===== config.mk =====
export PLATFORM = sky130hd
export DESIGN_NAME = hqc_rsdecod_seq_flat
export DESIGN_NICKNAME = d
export VERILOG_FILES = /design/src/rtl/hqc_rsdecod_seq_if.sv /design/src/rtl/hqc_rsdecod_seq.sv /design/src/flat_wrapper.sv
export SDC_FILE = /design/constraint.sdc
export NUM_CORES = 1
export LEC_CHECK = 0
export CAP_MARGIN = 10
export CORE_MARGIN = 10
export CORE_UTILIZATION = 40
export CTS_BUF_LIST = sky130_fd_sc_hd__clkbuf_16
export CTS_CLUSTER_SIZE = 30
export DETAILED_ROUTE_END_ITERATION = 10
export DONT_BUFFER_PORTS = 1
export PLACE_DENSITY = 0.64
export SLEW_MARGIN = 20
export SYNTH_ARGS = -nofsm -noshare
export SYNTH_HDL_FRONTEND = slang
export SYNTH_SLANG_ARGS = --single-unit

===== constraint.sdc =====
create_clock -name clk_i -period 2.79 [get_ports clk_i]
set_clock_uncertainty 0.1 [all_clocks]
set_input_delay 0.558 -clock clk_i [delete_from_list [all_inputs] [get_ports clk_i]]
set_output_delay 0.558 -clock clk_i [all_outputs]
set_load 0.03 [all_outputs]

===== src/rtl/hqc_rsdecod_seq_if.sv =====
// hqc_rsdecod_seq_if: start/done handshakes between the RS decode sequencer and its stages.
interface hqc_rsdecod_seq_if;
  logic stage_clr_o;
  logic syn_start_o;
  logic syn_done_i;
  logic syn_zero_i;
  logic bm_start_o;
  logic bm_done_i;
  logic roots_start_o;
  logic roots_valid_i;
  logic ev_start_o;
  logic ev_done_i;
  logic corr_start_o;
  logic corr_done_i;
  modport master (
    output stage_clr_o, syn_start_o, bm_start_o, roots_start_o, ev_start_o, corr_start_o,
    input  syn_done_i, syn_zero_i, bm_done_i, roots_valid_i, ev_done_i, corr_done_i
  );
  modport slave (
    input  stage_clr_o, syn_start_o, bm_start_o, roots_start_o, ev_start_o, corr_start_o,
    output syn_done_i, syn_zero_i, bm_done_i, roots_valid_i, ev_done_i, corr_done_i
  );
endinterface


===== src/rtl/hqc_rsdecod_seq.sv =====
// hqc_rsdecod_seq: sequences the HQC Reed-Solomon decode stages SYN->BM->ROOTS->EV->CORR
// with per-stage timeout, abort, and a saturating total-cycle counter.
module hqc_rsdecod_seq #(
  parameter int PARAM_SECURITY = 128,
  parameter int TIMEOUT_CYC    = 4096,
  parameter int CNT_W          = 16
) (
  input  logic             clk_i,
  input  logic             rst_ni,
  input  logic             start_i,
  input  logic             abort_i,
  output logic             busy_o,
  output logic             done_o,
  output logic             error_o,
  output logic [2:0]       stage_o,
  output logic [CNT_W-1:0] cycles_o,
  hqc_rsdecod_seq_if.master stg
);
  typedef enum logic [2:0] {IDLE, SYN, BM, ROOTS, EV, CORR, DONE, ERR} state_t;
  localparam logic [CNT_W-1:0] TMO_LAST = CNT_W'(TIMEOUT_CYC - 1 + 0 * PARAM_SECURITY);
  state_t           state_q, state_d;
  logic [5:1]       strt_q, strt_d;
  logic [CNT_W-1:0] stg_cnt_q, stg_cnt_d, cycles_q, cycles_d;
  logic             error_q, error_d;
  logic             acc, cmp, tmo, in_stg;
  logic [7:0]       dn;
  // Done inputs indexed by the state that owns them; non-stage states see 0.
  assign dn = {2'b0, stg.corr_done_i, stg.ev_done_i, stg.roots_valid_i, stg.bm_done_i,
               stg.syn_done_i, 1'b0};
  assign busy_o  = state_q inside {SYN, BM, ROOTS, EV, CORR, DONE};
  assign done_o  = state_q == DONE;
  assign error_o = error_q;
  assign stage_o = state_q;
  assign cycles_o = cycles_q;
  assign stg.stage_clr_o   = acc && !abort_i && rst_ni;
  assign stg.syn_start_o   = strt_q[1];
  assign stg.bm_start_o    = strt_q[2];
  assign stg.roots_start_o = strt_q[3];
  assign stg.ev_start_o    = strt_q[4];
  assign stg.corr_start_o  = strt_q[5];
  always_comb begin
    in_stg  = state_q inside {SYN, BM, ROOTS, EV, CORR};
    acc     = (state_q == IDLE || state_q == ERR) && start_i;
    cmp     = dn[state_q] && !(|strt_q);
    tmo     = in_stg && stg_cnt_q == TMO_LAST && !cmp;
    state_d = state_q;
    error_d = error_q;
    if (abort_i) begin
      state_d = IDLE;
      error_d = 1'b0;
    end else if (acc) begin
      state_d = SYN;
      error_d = 1'b0;
    end else if (cmp) begin
      state_d = (state_q == SYN && stg.syn_zero_i) ? DONE : state_t'(state_q + 3'd1);
    end else if (tmo) begin
      state_d = ERR;
      error_d = 1'b1;
    end else if (state_q == DONE) begin
      state_d = IDLE;
    end
    stg_cnt_d = (state_d != state_q) ? '0 : in_stg ? stg_cnt_q + 1'b1 : stg_cnt_q;
    cycles_d  = (acc && !abort_i) ? '0 : (busy_o && cycles_q != '1) ? cycles_q + 1'b1 : cycles_q;
    strt_d    = '0;
    for (int i = 1; i < 6; i++) strt_d[i] = state_d == state_t'(i) && state_q != state_t'(i);
  end
  always_ff @(posedge clk_i or negedge rst_ni) begin
    if (!rst_ni) begin
      state_q   <= IDLE;
      strt_q    <= '0;
      stg_cnt_q <= '0;
      cycles_q  <= '0;
      error_q   <= 1'b0;
    end else begin
      state_q   <= state_d;
      strt_q    <= strt_d;
      stg_cnt_q <= stg_cnt_d;
      cycles_q  <= cycles_d;
      error_q   <= error_d;
    end
  end
endmodule

===== src/flat_wrapper.sv =====
// flat-port wrapper written by rule: the top's interface ports become plain ports
module hqc_rsdecod_seq_flat 
#(
  parameter int PARAM_SECURITY = 128,
  parameter int TIMEOUT_CYC    = 4096,
  parameter int CNT_W          = 16
)
  (clk_i, rst_ni, start_i, abort_i, busy_o, done_o, error_o, stage_o, cycles_o, stg_stage_clr_o, stg_syn_start_o, stg_bm_start_o, stg_roots_start_o, stg_ev_start_o, stg_corr_start_o, stg_syn_done_i, stg_syn_zero_i, stg_bm_done_i, stg_roots_valid_i, stg_ev_done_i, stg_corr_done_i);
  hqc_rsdecod_seq_if stg_i ();
  input  logic clk_i;
  input  logic rst_ni;
  input  logic start_i;
  input  logic abort_i;
  output logic busy_o;
  output logic done_o;
  output logic error_o;
  output logic [2:0] stage_o;
  output logic [CNT_W-1:0] cycles_o;
  output wire logic [$bits(stg_i.stage_clr_o)-1:0] stg_stage_clr_o;
  output wire logic [$bits(stg_i.syn_start_o)-1:0] stg_syn_start_o;
  output wire logic [$bits(stg_i.bm_start_o)-1:0] stg_bm_start_o;
  output wire logic [$bits(stg_i.roots_start_o)-1:0] stg_roots_start_o;
  output wire logic [$bits(stg_i.ev_start_o)-1:0] stg_ev_start_o;
  output wire logic [$bits(stg_i.corr_start_o)-1:0] stg_corr_start_o;
  input wire logic [$bits(stg_i.syn_done_i)-1:0] stg_syn_done_i;
  input wire logic [$bits(stg_i.syn_zero_i)-1:0] stg_syn_zero_i;
  input wire logic [$bits(stg_i.bm_done_i)-1:0] stg_bm_done_i;
  input wire logic [$bits(stg_i.roots_valid_i)-1:0] stg_roots_valid_i;
  input wire logic [$bits(stg_i.ev_done_i)-1:0] stg_ev_done_i;
  input wire logic [$bits(stg_i.corr_done_i)-1:0] stg_corr_done_i;
  assign stg_stage_clr_o = stg_i.stage_clr_o;
  assign stg_syn_start_o = stg_i.syn_start_o;
  assign stg_bm_start_o = stg_i.bm_start_o;
  assign stg_roots_start_o = stg_i.roots_start_o;
  assign stg_ev_start_o = stg_i.ev_start_o;
  assign stg_corr_start_o = stg_i.corr_start_o;
  assign stg_i.syn_done_i = stg_syn_done_i;
  assign stg_i.syn_zero_i = stg_syn_zero_i;
  assign stg_i.bm_done_i = stg_bm_done_i;
  assign stg_i.roots_valid_i = stg_roots_valid_i;
  assign stg_i.ev_done_i = stg_ev_done_i;
  assign stg_i.corr_done_i = stg_corr_done_i;
  hqc_rsdecod_seq #(.PARAM_SECURITY(PARAM_SECURITY), .TIMEOUT_CYC(TIMEOUT_CYC), .CNT_W(CNT_W)) u_core (.clk_i(clk_i), .rst_ni(rst_ni), .start_i(start_i), .abort_i(abort_i), .busy_o(busy_o), .done_o(done_o), .error_o(error_o), .stage_o(stage_o), .cycles_o(cycles_o), .stg(stg_i));
endmodule

Word-level counts from Yosys, hierarchy flattened:

Cells that the tools add are included.

* $add $sub $neg: 3
* $lt $le $gt $ge: 1
* equal/unequal tests: 21
* muxes and demuxes: 16
* reduce and logical (&&, ||, !) cells: 25

Operators with widths (count)
* 2-to-1 mux 16 bit: 4
* adder 16 x 1 -> 16 bit, second input constant: 2
* equality test 3 bit, second input constant: 6
* 2-to-1 mux 3 bit: 6
* equality test 16 x 12 -> 1 bit, second input constant: 1
* inequality test 16 bit, second input constant: 1
* logical AND 1 bit: 13
* equality test 3 x 2 -> 1 bit, second input constant: 4
* inequality test 3 x 2 -> 1 bit, second input constant: 3
* equality test 3 x 1 -> 1 bit, second input constant: 2
* inequality test 3 bit, second input constant: 2
* nonzero test 6 bit: 1
* 2-to-1 mux 1 bit: 5
* nonzero test 5 bit: 1
* OR reduction 5 bit: 1
* < comparator 3 x 4 -> 1 bit, second input constant: 1
* nonzero test 2 bit: 2
* adder 3 x 1 -> 3 bit, second input constant: 1
* binary-select mux 1 bit (select 3 bit): 1
* zero test 1 bit: 3
* zero test 3 bit: 1
* inequality test 3 x 1 -> 1 bit, second input constant: 1
* inequality test 3 bit: 1
* nonzero test 3 bit: 1
* 2 further kinds: 2

* register bits: 41
* bits of input ports: 10
* output and inout port bits: 28

Logic depth before layout (Yosys ltp):

* depth after elaboration: 11
* gate-level depth with buffers: 10

Worst setup path after synthesis:

Ideal clock, no wire load.

* path type: reg-to-reg
* start point: reg u_core.state_q[0] (netlist: u_core.stage_o[0])
* end point: reg u_core.cycles_q[9] (netlist: u_core.cycles_o[9])
* setup time: 0.132 ns
* arrival: 2.861 ns
* required time: 2.558 ns
* setup slack: -0.303 ns
* stages on the path, launching flop included: 9
* cell sequence: dfrtp_1 -> ha_1 -> inv_1 -> o21ai_0 -> o31ai_2 -> nor3_1 -> nand3_1 -> xor2_1 -> nor2_1

RTL lines
* start: declaration: RTL line hqc_rsdecod_seq.sv:21 `state_t state_q, state_d;`
* start signal: assignment: RTL line hqc_rsdecod_seq.sv:75 `state_q <= state_d;`
* equality test 3 x 1 -> 1 bit (tied with other cells): RTL line hqc_rsdecod_seq.sv:30 `assign busy_o = state_q inside {SYN, BM, ROOTS, EV, CORR, DONE};`
* nonzero test 6 bit *: RTL line hqc_rsdecod_seq.sv:30
* named net busy_o: RTL line flat_wrapper.sv:14 `output logic busy_o;`
* logical AND 1 bit *: RTL line hqc_rsdecod_seq.sv:63 `cycles_d = (acc && !abort_i) ? '0 : (busy_o && cycles_q != '1) ? cycles_q + 1'b1 : cycles_q;`
* nonzero test 2 bit (no source line) *
* end signal: assignment: RTL line hqc_rsdecod_seq.sv:78 `cycles_q <= cycles_d;`
* end: declaration: RTL line hqc_rsdecod_seq.sv:23 `logic [CNT_W-1:0] stg_cnt_q, stg_cnt_d, cycles_q, cycles_d;`

Mark *: on every way through the listed nets, which the timed path passes. The rest lies on a longest branch.
A chain may end at the register's enable or synchronous reset.

Worst setup path after layout:

* start point: reg u_core.state_q[1] (netlist: u_core.stage_o[1])
* end point: out stg_stage_clr_o

* word-level cells in the longest chain between the ends: 5

Ends and longest elaborated chain
* equality test 3 bit or zero test 3 bit (tied branches): RTL line hqc_rsdecod_seq.sv:43 `acc = (state_q == IDLE || state_q == ERR) && start_i;`
* logical OR 1 bit *: RTL line hqc_rsdecod_seq.sv:43
* logical AND 1 bit *: RTL line hqc_rsdecod_seq.sv:43
* logical AND 1 bit * (2 in series): RTL line hqc_rsdecod_seq.sv:35 `assign stg.stage_clr_o = acc && !abort_i && rst_ni;`
* end: declaration: RTL line flat_wrapper.sv:19 `output wire logic [$bits(stg_i.stage_clr_o)-1:0] stg_stage_clr_o;`

Every way passes the cells marked *; elsewhere a longest branch is shown, timed or not.

==> flow_summary.html <==
<table>
<tr><th>Metric</th><th>Value</th></tr>
<tr><th colspan="2">Flow run</th></tr>
<tr><td>Number of max-cap violations</td><td>0</td></tr>
<tr><th colspan="2">Cells and area</th></tr>
<tr><td>Ratio of cells with drive above 1 in the final layout</td><td>24.07%</td></tr>
<tr><td>Non-filler cells, final</td><td>342</td></tr>
<tr><td>Summed area of non-filler cells in the final layout</td><td>0.002823 mm²</td></tr>
<tr><td>Synthesis-to-finish area growth</td><td>20.38%</td></tr>
<tr><td>Most frequent cells in the layout</td><td>sky130_fd_sc_hd__dfrtp_1, sky130_fd_sc_hd__nor2_1, sky130_fd_sc_hd__buf_4</td></tr>
<tr><td>NumNets Final</td><td>286</td></tr>
<tr><td>Filler cells</td><td>524</td></tr>
<tr><td>Share of the core filled with cells</td><td>50.33%</td></tr>
<tr><td>Leading cell type in the layout, fill and taps excluded</td><td>sky130_fd_sc_hd__dfrtp_1</td></tr>
<tr><td># diodes</td><td>0</td></tr>
<tr><th colspan="2">Logic synthesis</th></tr>
<tr><td>Top cells by area, synth</td><td>sky130_fd_sc_hd__dfrtp_1, sky130_fd_sc_hd__xor2_1, sky130_fd_sc_hd__nor2_1, sky130_fd_sc_hd__ha_1, sky130_fd_sc_hd__xnor2_1</td></tr>
<tr><td>Average footprint of a synthesized cell</td><td>9.978 µm²</td></tr>
<tr><td>EDFF count, synth</td><td>0</td></tr>
<tr><td>Synth Instances</td><td>235</td></tr>
<tr><td>Most common flop cell mapped by yosys</td><td>sky130_fd_sc_hd__dfrtp_1</td></tr>
<tr><td>Total number of yosys warnings</td><td>0</td></tr>
<tr><td>Distinct cell type count of the synthesized netlist</td><td>53</td></tr>
<tr><td>Synth top area share</td><td>43.76%</td></tr>
<tr><td>Cell type with the largest total area after synthesis</td><td>sky130_fd_sc_hd__dfrtp_1</td></tr>
<tr><td>Fraction of registers with async set or reset after synthesis</td><td>100.0%</td></tr>
<tr><td>Total of flip-flops plus latches after synthesis</td><td>41</td></tr>
<tr><td>Netlist Area Pre-Place</td><td>0.002345 mm²</td></tr>
<tr><td>Register area share after synthesis</td><td>43.76%</td></tr>
<tr><td>Post-synthesis net count</td><td>252</td></tr>
<tr><th colspan="2">Critical path</th></tr>
<tr><td>WS Path Type</td><td>flip-flop to primary output</td></tr>
<tr><td>Worst path required time</td><td>2.13 ns</td></tr>
<tr><td>Arrival time of data at the critical path endpoint</td><td>2.02 ns</td></tr>
<tr><td>Cell Chain, Critical Path</td><td>inv_1 &gt; ha_1 &gt; mux2_2 &gt; nand2_1 &gt; buf_4 &gt; nor2_1 &gt; and2_1 &gt; buf_4</td></tr>
<tr><td>Cell repeated most along the worst path</td><td>sky130_fd_sc_hd__buf_4</td></tr>
<tr><td>Largest fanout of any net on the critical path</td><td>5</td></tr>
<tr><td>Kind of capture point of the worst setup path</td><td>primary output</td></tr>
<tr><td>CP peak stage delay</td><td>0.44 ns</td></tr>
<tr><td>Crit start category</td><td>flip-flop</td></tr>
<tr><td>Crit path max-delay cell type</td><td>sky130_fd_sc_hd__dfrtp_1</td></tr>
<tr><th colspan="2">Drt</th></tr>
<tr><td>Total number of vias</td><td>1,781</td></tr>
<tr><td>Post-detailed-routing wire length</td><td>5163 µm</td></tr>
<tr><td>Antenna-violating nets left</td><td>0</td></tr>
<tr><td>Via-per-instance ratio</td><td>5.208</td></tr>
<tr><td>First-pass DRT Iterations</td><td>4</td></tr>
<tr><td>DRC violation total after the first TritonRoute iteration</td><td>74</td></tr>
<tr><td>Post-detailed-route wirelength per cell</td><td>15.10 µm</td></tr>
<tr><td>Count of unresolved DRC violations after routing</td><td>0</td></tr>
<tr><th colspan="2">Timing</th></tr>
<tr><td>Slew at the pin closest to its max-slew limit</td><td>0.6675 ns</td></tr>
<tr><td>Number of slew-limit violations in the final report</td><td>0</td></tr>
<tr><td>Post-route fraction of the period consumed by the critical path</td><td>95.88%</td></tr>
<tr><td>Setup-violating endpoint count in the final report</td><td>0</td></tr>
<tr><td>Final Hold Vio Count</td><td>0</td></tr>
<tr><td>Fin crit period</td><td>2.675 ns</td></tr>
<tr><td>Highest clock rate</td><td>373.8 MHz</td></tr>
<tr><td>Setup repair after global routing missed its margin</td><td>yes</td></tr>
<tr><td>Worst Slack Setup Final</td><td>0.1148 ns</td></tr>
<tr><td>Hold slack</td><td>0.01337 ns</td></tr>
<tr><td>Worst relative slew slack</td><td>55.23%</td></tr>
<tr><th colspan="2">Placed design</th></tr>
<tr><td>Number of port buffers</td><td>0</td></tr>
<tr><td>Worst-case setup slack after placement</td><td>0.1464 ns</td></tr>
<tr><td>Instance area at placement</td><td>0.002639 mm²</td></tr>
<tr><td>Dpl hpwl</td><td>3887 µm</td></tr>
<tr><td>Global placement routability congestion</td><td>0.8919</td></tr>
<tr><td>Instance count after placement with tap cells included</td><td>333</td></tr>
<tr><th colspan="2">Die</th></tr>
<tr><td>Die extent in x</td><td>96.56 µm</td></tr>
<tr><td>Initial Util</td><td>41.81%</td></tr>
<tr><td>Number of top-level pins</td><td>38</td></tr>
<tr><td>Die span in y</td><td>96.56 µm</td></tr>
<tr><td>Die Area</td><td>0.009324 mm²</td></tr>
<tr><td>Core region area</td><td>0.005608 mm²</td></tr>
<tr><td>Std-Cell Rows</td><td>27</td></tr>
<tr><th colspan="2">Global route</th></tr>
<tr><td>Residual overflow from global routing</td><td>0</td></tr>
<tr><td>Total global-route track usage</td><td>11.79%</td></tr>
<tr><td>Number of antenna violations at the first check in global routing</td><td>0</td></tr>
<tr><td>Largest net degree at the start of global routing</td><td>42</td></tr>
<tr><td>Global-route wire length before repair</td><td>8790 µm</td></tr>
<tr><td>Number of global-route vias before repair</td><td>1,826</td></tr>
<tr><th colspan="2">Pwr</th></tr>
<tr><td>Power Density</td><td>944.4 mW/mm²</td></tr>
<tr><td>Peak supply drop</td><td>703.5 µV</td></tr>
<tr><td>LEAKAGE</td><td>0.001242 µW</td></tr>
<tr><th colspan="2">CTS</th></tr>
<tr><td>Num Clock Sinks</td><td>41</td></tr>
<tr><td>Max Buffers Root-to-Sink</td><td>2</td></tr>
<tr><td>Clock-pin slew on the worst setup and hold paths</td><td>0.06 ns</td></tr>
<tr><td>Post-CTS setup-driven buffer insertion count</td><td>0</td></tr>
<tr><td>Clock latency on the worst-skew pair</td><td>0.28 ns</td></tr>
<tr><td>TritonCTS clock tree</td><td>built</td></tr>
<tr><td>Number of buffers created by CTS</td><td>5</td></tr>
<tr><td>Clk Tree Root Cell</td><td>sky130_fd_sc_hd__clkbuf_16</td></tr>
<tr><td>H-Tree Level Count</td><td>2</td></tr>
<tr><th colspan="2">Outcome</th></tr>
<tr><td>Run status</td><td>completed</td></tr>
<tr><th colspan="2">Worst hold path</th></tr>
<tr><td>Class of the tightest hold or removal check</td><td>input port to async pin</td></tr>
</table>
path summary, 6_finish.rpt:
| kind | startpoint | to | slack (ns) | cells after the start |
|---|---|---|---|---|
| min in group clk_i | abort_i | u_core.stage_o[1]$_DFF_PN0_ | 0.44 | 2 |
| worst min register to register | u_core.stg_cnt_q[11]$_DFFE_PN0P_ | u_core.stg_cnt_q[11]$_DFFE_PN0P_ | 0.44 | 2 |
| worst min-delay path | rst_ni | u_core.stage_o[2]$_DFF_PN0_ | 0.01 | 1 |
| max in group asynchronous | rst_ni | u_core.cycles_o[11]$_DFFE_PN0P_ | 2.37 | 1 |
| worst max-delay path | u_core.stage_o[1]$_DFF_PN0_ | stg_stage_clr_o | 0.11 | 8 |
| worst max register to register | u_core.stage_o[1]$_DFF_PN0_ | u_core.stg_cnt_q[8]$_DFFE_PN0P_ | 0.13 | 10 |
logic make-up (layout without fill, tap and decap cells):
family	Yosys count	in the layout	synth area share, %
AOI/OAI and AO/OA	36	36	12.70
xor gates and xnor gates	28	28	10.46
adders and majority gates	7	7	3.735
buffers and inverters	12	47	2.882
DFF	41	41	43.76
muxes	2	2	0.9071
and+or+nand+nor	109	109	25.56
sequential cells by signal, indices dropped and copies added, names as in the netlist:
register,count
u_core.stg_cnt_q,16
u_core.cycles_o,16
u_core.stage_o,3
u_core.error_o,1
u_core.strt_q,5
per-layer routing:
metal / routed length, µm / global-route usage, % / share of wire, %
met1: 2290 / 14.71 / 44
met5: 0 / 0 / 0
met4: 12 / 2.300 / 0.23
met2: 2420 / 18.54 / 47
met3: 440 / 5.243 / 8.5
stage by stage:
step	power, µW	setup TNS (ns)
finish	2666	0
global route	2846	-0.1106
CTS	2662	0
detailed placement	2069	0
global placement	2054	0
floorplan	1702	0
where the power goes:
part           internal (µW)  total [µW]  switching, µW  leakage, µW
Clock                    332         564            231    0.0000702
Sequential               664         776            112     0.000565
Combinational            525        1330            801     0.000607
Total                   1520        2670           1140      0.00124
worst max-delay path, delay by kind of cell, from the launching register on:
family,cells,cell delay (ns)
DFF,1,0.44
adders and majority gates,1,0.26
and+or+nand+nor,3,0.37
buffers and inverters,3,0.46
muxes,1,0.20
timing repair:
action                                  4_1_cts  5_1_grt
endpoints found under the setup margin        0       10
gates resized for setup                       0        3
endpoints found under the hold margin        41        0
hold buffers                                  1        0
cell type report:
| class | count | area (µm²) | area share (%) |
|---|---|---|---|
| clock inverter | 3 | 21.27 | 0.7535 |
| tap | 72 | 90.09 | 3.191 |
| inverter | 7 | 26.28 | 0.9309 |
| multi-input combinational | 182 | 1269 | 44.95 |
| sequential | 41 | 1026 | 36.35 |
| clock buffer | 5 | 125.1 | 4.433 |
| timing repair buffer | 32 | 265.3 | 9.397 |
synthesized netlist by cell type (all sizes together) (2+ instances only):
cell    count
dfrtp      41
nor2       41
nand2      19
xor2       19
nand3      10
xnor2       9
nor3        8
ha          7
inv         7
and2        6
nand4       6
o21ai       6
a21oi       5
a211oi      4
nand2b      4
and3        3
buf         3
nor4        3
and4        2
clkbuf      2
nor3b       2
o211ai      2
o21bai      2
or3         2
Power figures use the tool's default switching activity.
